`src/rtl/step_pulse_monitor.sv`:
```
// Step-line receive monitor: synchronises the step input, rejects runt pulses,
// counts accepted pulses and measures rise-to-rise period and high width.
module step_pulse_monitor #(
  parameter int SIZE      = 16,
  parameter int CNT_W     = 32,
  parameter int MIN_WIDTH = 2,
  parameter int TIMEOUT   = 60000
) (
  input  logic             clk,
  input  logic             rst,
  input  logic             pulse_in,
  input  logic             invert_pulse,
  input  logic             en,
  input  logic             clr_cnt,
  input  logic [CNT_W-1:0] target_n,
  output logic [CNT_W-1:0] pulse_count,
  output logic [SIZE-1:0]  period,
  output logic [SIZE-1:0]  width,
  output logic             meas_valid,
  output logic             moving,
  output logic             glitch,
  output logic             timeout,
  output logic             done_n
);

  typedef enum logic [1:0] {
    S_IDLE = 2'd0,
    S_ARM  = 2'd1,
    S_HIGH = 2'd2,
    S_LOW  = 2'd3
  } state_t;

  localparam logic [SIZE-1:0] TIMEOUT_C = SIZE'(TIMEOUT);
  localparam logic [SIZE-1:0] MIN_W_C   = SIZE'(MIN_WIDTH);
  localparam logic [SIZE-1:0] ONE_C     = SIZE'(1);

  state_t           r_state, w_state_next;
  logic             r_s1, r_s2, r_p, r_p_d;
  logic             w_rise, w_fall, w_edge;
  logic [SIZE-1:0]  r_per_cnt, w_per_cnt_next, w_per_inc;
  logic [SIZE-1:0]  r_wid_cnt, w_wid_cnt_next, w_wid_inc;
  logic [SIZE-1:0]  r_width_lat, w_width_lat_next;
  logic [SIZE-1:0]  r_period, w_period_next;
  logic [SIZE-1:0]  r_width, w_width_next;
  logic             r_first, w_first_next;
  logic [CNT_W-1:0] r_count, w_count_next;
  logic             r_meas, w_meas_next;
  logic             r_moving, w_moving_next;
  logic             r_glitch, w_glitch_next;
  logic             r_timeout, w_timeout_next;
  logic             w_cnt_inc;
  logic             w_expired;

  // p is registered so every pin change reaches the FSM three edges after it is sampled
  assign w_rise    = r_p & ~r_p_d;
  assign w_fall    = ~r_p & r_p_d;
  assign w_edge    = w_rise | w_fall;
  assign w_expired = (r_per_cnt >= TIMEOUT_C);

  // Saturate so a pathological fall at the timeout count cannot wrap the counter
  assign w_per_inc = (r_per_cnt == '1) ? r_per_cnt : r_per_cnt + ONE_C;
  assign w_wid_inc = (r_wid_cnt == '1) ? r_wid_cnt : r_wid_cnt + ONE_C;

  always_ff @(posedge clk) begin
    if (rst) begin
      r_s1  <= 1'b0;
      r_s2  <= 1'b0;
      r_p   <= 1'b0;
      r_p_d <= 1'b0;
    end else begin
      r_s1  <= pulse_in;
      r_s2  <= r_s1;
      r_p   <= r_s2 ^ invert_pulse;
      r_p_d <= r_p;
    end
  end

  always_comb begin
    w_state_next     = r_state;
    w_per_cnt_next   = r_per_cnt;
    w_wid_cnt_next   = r_wid_cnt;
    w_width_lat_next = r_width_lat;
    w_period_next    = r_period;
    w_width_next     = r_width;
    w_first_next     = r_first;
    w_moving_next    = r_moving;
    w_meas_next      = 1'b0;
    w_glitch_next    = 1'b0;
    w_timeout_next   = 1'b0;
    w_cnt_inc        = 1'b0;

    if (!en) begin
      w_state_next  = S_IDLE;
      w_moving_next = 1'b0;
    end else begin
      case (r_state)
        S_IDLE: w_state_next = S_ARM;

        S_ARM: begin
          if (w_rise) begin
            w_state_next   = S_HIGH;
            w_per_cnt_next = ONE_C;
            w_wid_cnt_next = ONE_C;
            w_first_next   = 1'b1;
          end
        end

        S_HIGH: begin
          w_per_cnt_next = w_per_inc;
          w_wid_cnt_next = w_wid_inc;
          if (w_fall) begin
            if (r_wid_cnt < MIN_W_C) begin
              w_glitch_next = 1'b1;
              w_moving_next = 1'b0;
              w_state_next  = S_ARM;
            end else begin
              // first clears here: once a full pulse is in, the next rise closes a period
              w_width_lat_next = r_wid_cnt;
              w_cnt_inc        = 1'b1;
              w_first_next     = 1'b0;
              w_state_next     = S_LOW;
            end
          end else if (w_expired && !w_edge) begin
            w_timeout_next = 1'b1;
            w_moving_next  = 1'b0;
            w_state_next   = S_ARM;
          end
        end

        S_LOW: begin
          w_per_cnt_next = w_per_inc;
          if (w_rise) begin
            if (!r_first) begin
              w_period_next = r_per_cnt;
              w_width_next  = r_width_lat;
              w_meas_next   = 1'b1;
              w_moving_next = 1'b1;
            end
            w_per_cnt_next = ONE_C;
            w_wid_cnt_next = ONE_C;
            w_first_next   = 1'b0;
            w_state_next   = S_HIGH;
          end else if (w_expired && !w_edge) begin
            w_timeout_next = 1'b1;
            w_moving_next  = 1'b0;
            w_state_next   = S_ARM;
          end
        end

        default: w_state_next = S_IDLE;
      endcase
    end

    // Clearing wins over an increment landing on the same edge
    if (clr_cnt) begin
      w_count_next = '0;
    end else begin
      w_count_next = r_count + {{(CNT_W-1){1'b0}}, w_cnt_inc};
    end
  end

  always_ff @(posedge clk) begin
    if (rst) begin
      r_state     <= S_IDLE;
      r_per_cnt   <= '0;
      r_wid_cnt   <= '0;
      r_width_lat <= '0;
      r_period    <= '0;
      r_width     <= '0;
      r_first     <= 1'b0;
      r_count     <= '0;
      r_meas      <= 1'b0;
      r_moving    <= 1'b0;
      r_glitch    <= 1'b0;
      r_timeout   <= 1'b0;
    end else begin
      r_state     <= w_state_next;
      r_per_cnt   <= w_per_cnt_next;
      r_wid_cnt   <= w_wid_cnt_next;
      r_width_lat <= w_width_lat_next;
      r_period    <= w_period_next;
      r_width     <= w_width_next;
      r_first     <= w_first_next;
      r_count     <= w_count_next;
      r_meas      <= w_meas_next;
      r_moving    <= w_moving_next;
      r_glitch    <= w_glitch_next;
      r_timeout   <= w_timeout_next;
    end
  end

  assign pulse_count = r_count;
  assign period      = r_period;
  assign width       = r_width;
  assign meas_valid  = r_meas;
  assign moving      = r_moving;
  assign glitch      = r_glitch;
  assign timeout     = r_timeout;
  assign done_n      = (target_n != '0) && (r_count == target_n);

endmodule
```
`config.mk`:
```
export PLATFORM = sky130hd
export DESIGN_NAME = step_pulse_monitor
export DESIGN_NICKNAME = d
export VERILOG_FILES = /design/src/rtl/step_pulse_monitor.sv
export SDC_FILE = /design/constraint.sdc
export NUM_CORES = 1
export LEC_CHECK = 0
export BUFFER_PORTS_ARGS = -buffer_cell sky130_fd_sc_hd__buf_2
export CORE_AREA = 8 8 112 114
export DETAILED_ROUTE_END_ITERATION = 8
export DIE_AREA = 0 0 120 122
export HOLD_SLACK_MARGIN = 0.1
export PLACE_DENSITY = 0.8
export REMOVE_ABC_BUFFERS = 1
export SLEW_MARGIN = 25
export SYNTH_ARGS = -nofsm -noshare
export SYNTH_HDL_FRONTEND = slang
export SYNTH_SLANG_ARGS = --single-unit
```
`constraint.sdc`:
```
create_clock -name clk -period 2.77 [get_ports clk]
set_input_delay 0.4155 -clock clk [delete_from_list [all_inputs] [get_ports clk]]
set_output_delay 0.4155 -clock clk [all_outputs]
set_load 0.1 [all_outputs]
```
==> results_dict.tcl, run 1 <==
set metrics [dict create \
    syn_area_per_cell_um2 8.64 \
    worstSetupStartpointType "register" \
    crit_slowest_cell "nor4_1" \
    port_buffers 106 \
    grt_antenna_before_repair 1 \
    layout_commonest_cell "dfxtp_1" \
    clockBufferDepth 2 \
    r2r_start "r_p" \
    finClkSkew_ps 9.85 \
    hp-start "invert_pulse" \
    path_delay_family "simple AND/OR/NAND/NOR gates" \
    cp-end-kind "primary output" \
    period_needed_ps 2690 \
    synth_cell_types 61 \
    dr_total_vias 5285 \
    power-per-cell-area_mw_per_mm2 549 \
    grt_first_pass_wirelength_mm 25.1 \
    num_io_pins 107 \
    clk_latency_ps 520 \
    cts_root_buf "clkbuf_8" \
    ys_seq_area_frac 0.419 \
    core_mm2 0.0107 \
    nFillCells 925 \
    worstPathArrival_ps 2270 \
    holdCritPathClass "input pin to register" \
    worstSetupPathType "register to primary output" \
    fmax_mhz 372 \
    critPathMaxFanout 4 \
    synth_area_mm2 0.00587 \
    holdPathStages 3 \
    rows 38 \
    hold_viol_final 0 \
    drc_errors 0 \
    initial_core_util 0.549 \
    cts_sinks 123 \
    rsz0062_at_grt "no" \
    synth_top_area_frac 0.419 \
    r2r_cells 12 \
    totalWireLength_mm 15.7 \
    synth_flop_cell "dfxtp_1" \
    max-cap-violations 0 \
    tightest_slew_ps 608 \
    drive_above_1_share 0.224 \
    slew_headroom 0.592 \
    yosysTopAreaCell "dfxtp_1" \
    period_share 0.970 \
    async_reset_ff_frac 0 \
    htreeDepth 4 \
    area_growth_pct 19.4 \
    netlist_instances 680 \
    first_pass_iters 5 \
    max-vdd-ir-drop_uv 474 \
    vias_per_cell 5.66 \
    avgRoutedWirePerCell_um 16.9 \
    cp.depth 5 \
    whs_ps 143 \
    die_w_um 120 \
    grt_pass1_vias 5281 \
    rr_endpoint "pulse_count[16]" \
    synthTopCellsByArea "dfxtp_1 (42%), xor2_1 (7.3%), nand2_1 (6.0%)" \
    post_cts.repair.setup_buffers 0 \
    chipHeight_um 122 \
    numCtsBuffers 17 \
    slowest_delay_ps 440 \
    path_cells "xor2_1, nor4_1, nand4_1, nor3_1, clkbuf_4" \
    nets 825 \
    ys_warn_count 0 \
    finalSetupViolCount 0 \
    cp_num_buf_inv 1 \
    ys_ff_latch 123 \
    diodes 0 \
    dieArea_mm2 0.0146 \
    drt.antenna.violating_nets 0 \
    maxSlewViolCount 0 \
    p_leak_uw 0.00282 \
    whs_endpoint "r_p" \
    dp_hpwl_mm 11.4 \
    grt.total_usage 0.210 \
    clk_pin_slew_ps 60 \
    power_uw 3850 \
    rrSetupSlack_ps 220 \
    drtIter0Drc 433 \
    place_inst 900 \
    synth_edf_count 0 \
    grt_max_degree 51 \
    status "finished clean" \
    layout_common_cells "dfxtp_1 (123), buf_2 (105), nand2_1 (94)" \
    required_ps 2350 \
    overflow 0 \
    stdcell_count 933 \
    gp_congestion 0.952 \
    tritoncts "built" \
]
worst reg2reg max path: stages, from the launching register on:
cell and delay [ps]:
dfxtp_1 310, inv_1 70, ha_1 200, inv_1 80, nor2_2 150, and4_4 260, ha_2 200, ha_2 210
nand3_2 130, nor4_4 430, nand4_1 180, xor2_1 160, nor2_1 50
how the worst max path moves through the flow:
stage | start | endpoint | slack [ps]
3_3_place_gp | r_p | pulse_count[24] | 350
4_1_cts | pulse_count[24] | done_n | 40
5_1_grt | r_p | pulse_count[16] | 20
3_5_place_dp | r_p | pulse_count[16] | 190
2_1_floorplan | pulse_count[5] | done_n | -1320
6_report | pulse_count[24] | done_n | 80
timing repair:
| action | CTS | global route |
|---|---|---|
| resized for setup | 0 | 5 |
| hold endpoints to repair | 1 | 0 |
| hold buffers | 1 | 0 |
| endpoints found under the setup margin | 0 | 8 |
power breakdown:
group          total [uW]  switching (uW)  internal (uW)  leakage [uW]
logic                 133            85.2           48.0       0.00157
registers            1780            6.72           1780      0.000991
clock network        1930             750           1180      0.000258
sequential cells by signal, summed over array words and instances (netlist names):
name / flops
r_p_d: 1
r_width_lat: 16
r_s1: 1
pulse_count: 32
moving: 1
r_first: 1
timeout: 1
width: 16
r_s2: 1
period: 16
glitch: 1
r_p: 1
r_wid_cnt: 16
meas_valid: 1
r_per_cnt: 16
r_state: 2
area by class of cell:
type,count,area [um2],area share
repair buffers,119,633,0.0903
multi-input cells,510,3180,0.454
inverters,9,33.8,0.00482
flip-flops and latches,123,2460,0.351
well taps,140,175,0.0250
clock buffers,25,484,0.0690
clock inverters,7,40.0,0.00571
cell families after synthesis:
kind of cell / after synthesis / share of synthesized area
compound gates: 73 / 0.0746
xor+xnor: 79 / 0.118
fa+ha+maj: 7 / 0.0149
buf+inv: 47 / 0.0407
flops: 123 / 0.419
mux: 21 / 0.0360
simple gates: 330 / 0.297
routing by layer:
layer,vias to the layer above,wire [um],track usage
li1,2560,-,-
met3,18,1170,0.0736
met4,2,178,0.0749
met5,-,13,0
met2,189,7700,0.369
met1,2516,6650,0.231
through the flow:
step	setup slack (ps)	TNS [ps]	utilization	cell area, um2
2_1_floorplan	-1320	-1320	-	5670
3_3_place_gp	352	0	0.604	6460
3_5_place_dp	194	0	0.604	6460
4_1_cts	41.7	0	0.654	7000
5_1_grt	18.5	0	0.656	7010
6_report	83.5	0	0.656	7010
cell usage after synthesis (2+ instances only):
library cell and instances:
nand4_4 2, nor3_1 21, nand3b_1 2, or3_1 3, buf_1 2, buf_2 10
nor2_1 86, nand2_1 94, ha_1 7, dfxtp_1 123, o21ai_0 7, a211oi_1 5
nand4_1 18, nor4_2 5, and4_1 3, and3_1 7, a21oi_1 40, o211ai_1 2
nor2b_1 3, a22o_1 2, nor4bb_1 2, nor4_4 4, nand4_2 2, xor2_1 49
xnor2_1 30, a31oi_1 6, and2_1 6, nor4b_1 3, and4_2 3, mux2i_1 20
and3_2 2, buf_6 4, or2_2 3, nor4_1 25, nand3_1 28, inv_1 9
clkbuf_1 18
Note: power is estimated with default switching activity, not from simulation.
==> run 2: changes to the inputs <==
--- a/config.mk
+++ b/config.mk
@@ -5,12 +5,14 @@
 export SDC_FILE = /design/constraint.sdc
 export NUM_CORES = 1
 export LEC_CHECK = 0
+export ABC_AREA = 1
 export BUFFER_PORTS_ARGS = -buffer_cell sky130_fd_sc_hd__buf_2
-export CORE_AREA = 8 8 112 114
+export CORE_AREA = 8 8 113 115
+export CTS_BUF_LIST = sky130_fd_sc_hd__clkbuf_8
 export DETAILED_ROUTE_END_ITERATION = 8
-export DIE_AREA = 0 0 120 122
+export DIE_AREA = 0 0 121 123
 export HOLD_SLACK_MARGIN = 0.1
-export PLACE_DENSITY = 0.8
+export PLACE_DENSITY = 0.82
 export REMOVE_ABC_BUFFERS = 1
 export SLEW_MARGIN = 25
 export SYNTH_ARGS = -nofsm -noshare
==> run 2 against run 1 <==
Largest cell class unchanged. Clock skew rose by 4.9 ps. Wire length rose by 15%. Sequential power barely moved. Clock power fell by 13%. Critical path depth rose by 3. Area after synthesis rose by 5.3%.
==> results_dict.tcl, run 2 <==
set metrics [dict create \
    status "finished clean" \
    totalWireLength_mm 18.0 \
    drt.antenna.violating_nets 0 \
    crit_slowest_cell "dfxtp_1" \
    layout_commonest_cell "nand2_1" \
    avgRoutedWirePerCell_um 15.1 \
    htreeDepth 4 \
    async_reset_ff_frac 0 \
    maxSlewViolCount 0 \
    required_ps 2350 \
    ys_ff_latch 123 \
    core_mm2 0.0111 \
    synth_area_mm2 0.00619 \
    path_cells "inv_1, a22o_1, nor2_1, nand2_1, nor2_1, nand3_1, nor2_1, buf_2" \
    drive_above_1_share 0.176 \
    placed_cell_area_mm2 0.00687 \
    vias_per_cell 5.44 \
    rows 39 \
    tightest_slew_ps 556 \
    layout_common_cells "nand2_1 (180), nor2_1 (130), dfxtp_1 (123)" \
    grt_pass1_vias 6174 \
    synth_cell_types 40 \
    critPathMaxFanout 5 \
    max-cap-violations 0 \
    slowest_delay_ps 460 \
    diodes 0 \
    synth_most_common_cell "nand2_1" \
    grt_antenna_before_repair 0 \
    hold_viol_final 0 \
    clockBufferDepth 2 \
    initial_core_util 0.559 \
    period_needed_ps 2580 \
    place_inst 1156 \
    finClkSkew_ps 14.8 \
    drc_errors 0 \
    overflow 0 \
    nets 1081 \
    dr_total_vias 6487 \
    synth_top_area_frac 0.398 \
    yosysTopAreaCell "dfxtp_1" \
    fmax_mhz 388 \
    clk_latency_ps 440 \
    tritoncts "built" \
    slew_headroom 0.626 \
    ys_seq_area_frac 0.398 \
    r2r_start "r_p" \
    cts_sinks 123 \
    grt.total_usage 0.241 \
    cp_common_cell "nor2_1" \
    cts_root_buf "clkbuf_8" \
    power-per-cell-area_mw_per_mm2 497 \
    first_pass_iters 5 \
    finalSetupViolCount 0 \
    worstSetupStartpointType "register" \
    ys_warn_count 0 \
    numCtsBuffers 17 \
    worstSetupPathType "register to primary output" \
    gp_congestion 0.989 \
    nFillCells 992 \
    stdcell_count 1192 \
    fin_area_mm2 0.00734 \
    chipHeight_um 123 \
    syn_area_per_cell_um2 6.75 \
    path_delay_family "buffers and inverters" \
    dieArea_mm2 0.0149 \
    worst_slack_ps 190 \
    max-vdd-ir-drop_uv 411 \
    met1Wirelength_mm 7.45 \
    hp-start "pulse_in" \
    cp_num_buf_inv 2 \
    dp_slack_ps 106 \
    grt_first_pass_wirelength_mm 29.0 \
    netlist_instances 916 \
    period_share 0.931 \
    synth_flop_cell "dfxtp_1" \
    grt_max_degree 55 \
    cp-end-kind "primary output" \
    area_growth_pct 18.6 \
    holdCritPathClass "input pin to register" \
    synthTopCellsByArea "dfxtp_1 (40%), nand2_1 (11%), nor2_1 (7.9%)" \
    startpoint "pulse_count[28]" \
    synth_edf_count 0 \
    dp_hpwl_mm 13.4 \
    p_leak_uw 0.00299 \
    fin_util 0.663 \
    met2RoutedLength_mm 8.29 \
    worstPathArrival_ps 2160 \
    top_layer "met4" \
    whs_ps 178 \
    drtIter0Drc 512 \
    port_buffers 106 \
    ys_top_cells_by_count "nand2_1 (180), nor2_1 (130), dfxtp_1 (123), inv_1 (110), a21oi_1 (90)" \
    clk_pin_slew_ps 70 \
    largest_reg_flops 32 \
    met3_length_mm 1.70 \
    die_w_um 121 \
    num_io_pins 107 \
]
## run 2: changes by cell type in the layout (fill, tap and decap cells not counted), sizes merged, moves of 8 or more
| cell | delta |
|---|---|
| nor4 | -24 |
| nand2 | +94 |
| nand3 | +29 |
| and3 | -8 |
| inv | +110 |
| xor2 | -39 |
| o21ai | +69 |
| a21oi | +49 |
| clkbuf | -9 |
| nor2 | +54 |
| mux2i | -20 |
| xnor2 | -14 |
## run 2: cell families (layout without fill, tap and decap cells)
logic type      count (synthesis)  count (layout)  share of synthesized area
xor+xnor                       26              26                     0.0368
fa+ha+maj                       7               7                     0.0142
simple gates                  439             439                      0.308
flops                         123             123                      0.398
compound gates                181             181                      0.152
buf+inv                       140             273                     0.0914
## run 2: per-layer routing
| metal | up-vias | track usage |
|---|---|---|
| met1 | 2893 | 0.284 |
| met2 | 314 | 0.399 |
| met5 | - | 0 |
| li1 | 3224 | - |
| met4 | 0 | 0.127 |
| met3 | 56 | 0.0607 |
## run 2: power breakdown
| part | leakage, uW | internal (uW) | switching [uW] |
|---|---|---|---|
| clock network | 0.000221 | 965 | 708 |
| logic | 0.00178 | 63.9 | 127 |
| registers | 0.000992 | 1780 | 9.03 |
## run 2: cell type report
type | count | area (um2) | share of cell area
repair buffers | 123 | 658 | 0.0897
inverters | 118 | 443 | 0.0603
flip-flops and latches | 123 | 2460 | 0.335
clock inverters | 15 | 183 | 0.0249
multi-input cells | 653 | 3180 | 0.433
well taps | 143 | 179 | 0.0244
clock buffers | 17 | 234 | 0.0319
## run 2: metrics by stage
step / total power [uW] / TNS (ps)
finish: 3650 / 0
global route: 3760 / -44.3
CTS: 3670 / 0
detailed placement: 2010 / 0
global placement: 2010 / 0
floorplan: 1930 / -1300
## run 2: final timing paths
| kind | endpoint | slack, ps | cells past startpoint |
|---|---|---|---|
| worst min-delay path | r_s1 | 180 | 3 |
| worst min register to register | r_s2 | 420 | 2 |
| worst max register to register | pulse_count[18] | 230 | 19 |
| worst max-delay path | done_n | 190 | 8 |
## run 2: worst min-delay path: stages
cell and delay, ps:
buf_2 70, inv_1 30, nor2_1 60
## run 2: what timing repair did
action / CTS / global route
buffers inserted: 0 / 4
hold buffers: 0 / 0
endpoints found under the setup margin: 0 / 7
gates resized for setup: 0 / 6
==> run 3: changes to the inputs <==
==> constraint.sdc (replaced) <==
create_clock -name clk -period 2.77 [get_ports clk]
set_input_delay 0.6925 -clock clk [delete_from_list [all_inputs] [get_ports clk]]
set_output_delay 0.6925 -clock clk [all_outputs]
set_load 0.1 [all_outputs]
==> run 3 against run 2 <==
Worst hold slack gained 230 ps. Largest power group is now the clock network. Sequential cell count is the same. First-iteration DRC count shrank 2.7%.
==> results_dict.tcl, run 3 (same netlist as run 2, synthesis figures left out) <==
set metrics [dict create \
    fin_setup_tns_ps 0 \
    p_leak_uw 0.00300 \
    cts_root_buf "clkbuf_8" \
    finClkSkew_ps 9.92 \
    numCtsBuffers 17 \
    post_cts.repair.setup_buffers 0 \
    cp_num_buf_inv 5 \
    maxSlewViolCount 0 \
    drt.antenna.violating_nets 0 \
    slowest_delay_ps 320 \
    max-vdd-ir-drop_uv 403 \
    area_growth_pct 19.6 \
    drive_above_1_share 0.183 \
    grt_max_degree 55 \
    worst_slack_ps 137 \
    vias_per_cell 5.43 \
    diodes 0 \
    dp_slack_ps 104 \
    tritoncts "built" \
    finalSetupViolCount 0 \
    power-per-cell-area_mw_per_mm2 512 \
    path_cells "inv_1, ha_1, inv_1, nor2_1, nand3_1, inv_2, ha_2, ha_2, nand2_1, nor2_4, inv_2, nor2_4, inv_2, nor2_4, nand2_2, nor2_2, nand3_1, nand2_1, nor2_1" \
    worstSetupStartpointType "register" \
    clk_latency_ps 440 \
    ff_latch_area_mm2 0.00247 \
    chipHeight_um 123 \
    layout_commonest_cell "nand2_1" \
    whs_ps 412 \
    first_pass_iters 5 \
    totalWireLength_mm 18.2 \
    status "finished clean" \
    rsz0062_at_grt "yes" \
    drc_errors 0 \
    die_w_um 121 \
    nets 1081 \
    slew_headroom 0.577 \
    gp_congestion 0.971 \
    num_io_pins 107 \
    port_buffers 106 \
    core_mm2 0.0111 \
    rows 39 \
    avgRoutedWirePerCell_um 15.2 \
    grt_pass1_vias 6237 \
    worstPathArrival_ps 2960 \
    layout_common_cells "nand2_1 (180), nor2_1 (129), dfxtp_1 (119)" \
    clk_pin_slew_ps 70 \
    required_ps 3100 \
    dr_total_vias 6468 \
    dieArea_mm2 0.0149 \
    cts_sinks 123 \
    place_inst 1160 \
    htreeDepth 4 \
    largest_reg_flops 32 \
    grt.total_usage 0.246 \
    critPathMaxFanout 5 \
    period_share 0.950 \
    max-cap-violations 0 \
    cp-end-kind "register" \
    power_uw 3790 \
    nFillCells 1005 \
    tightest_slew_ps 632 \
    crit_slowest_cell "dfxtp_1" \
    grt_first_pass_wirelength_mm 29.3 \
    grt_antenna_before_repair 0 \
    stdcell_count 1192 \
    initial_core_util 0.559 \
    hold_viol_final 0 \
    dp_hpwl_mm 13.7 \
    path_delay_family "simple AND/OR/NAND/NOR gates" \
    clockBufferDepth 2 \
    period_needed_ps 2630 \
    worstSetupPathType "register to register" \
    holdCritPathClass "register to register" \
    overflow 0 \
    fmax_mhz 380 \
    drtIter0Drc 498 \
    multiInputGateArea_mm2 0.00317 \
]
run 3: cell types whose count changed in the layout (fill, tap and decap cells not counted), moves of 3 or more:
cell / before / now
clkinvlp_4: 1 / 4
dfxtp_2: 0 / 4
dfxtp_1: 123 / 119
clkinv_2: 6 / 3
inv_1: 111 / 108
run 3: final cells by class:
type / instances / share of cell area
multi-input cells: 653 / 0.428
flip-flops and latches: 123 / 0.333
repair buffers: 123 / 0.0926
inverters: 118 / 0.0598
clock buffers: 17 / 0.0316
clock inverters: 15 / 0.0299
well taps: 143 / 0.0242
run 3: where the power goes:
group          switching, uW  leakage, uW  internal, uW
logic                    128      0.00179          64.7
registers               9.31     0.000994          1780
clock network            739     0.000218          1070
total                    875      0.00300          2910
run 3: timing repair:
| action | 4_1_cts | 5_1_grt |
|---|---|---|
| resized for setup | 0 | 10 |
| hold endpoints to repair | 0 | 0 |
| hold buffers | 0 | 0 |
| endpoints found under the setup margin | 0 | 6 |
run 3: per-stage QoR:
step                      utilization  instance area, um2
after global placement          0.626                6930
after CTS                       0.667                7380
final                           0.668                7400
after floorplan                     -                6060
after global routing            0.668                7400
after detailed placement        0.626                6930
run 3: routing by layer:
metal  share of wire  vias to the layer above  global-route usage
li1                -                     3229                   -
met1            0.42                     2903               0.282
met2            0.46                      282               0.410
met3           0.080                       54              0.0708
met4           0.036                        0               0.130
met5               0                        -                   0
run 3: final timing paths:
path	startpoint	endpoint	slack [ps]	cells past startpoint
max	r_p	pulse_count[18]	140	19
min	r_s1	r_s2	410	2
max reg2reg	r_p	pulse_count[18]	140	19
min reg2reg	r_s1	r_s2	410	2
run 3: worst min-delay path, delay by kind of cell, from the launching register on:
kind,cells,cell delay [ps]
buffers and inverters,1,40
and+or+nand+nor,1,30
DFF,1,300
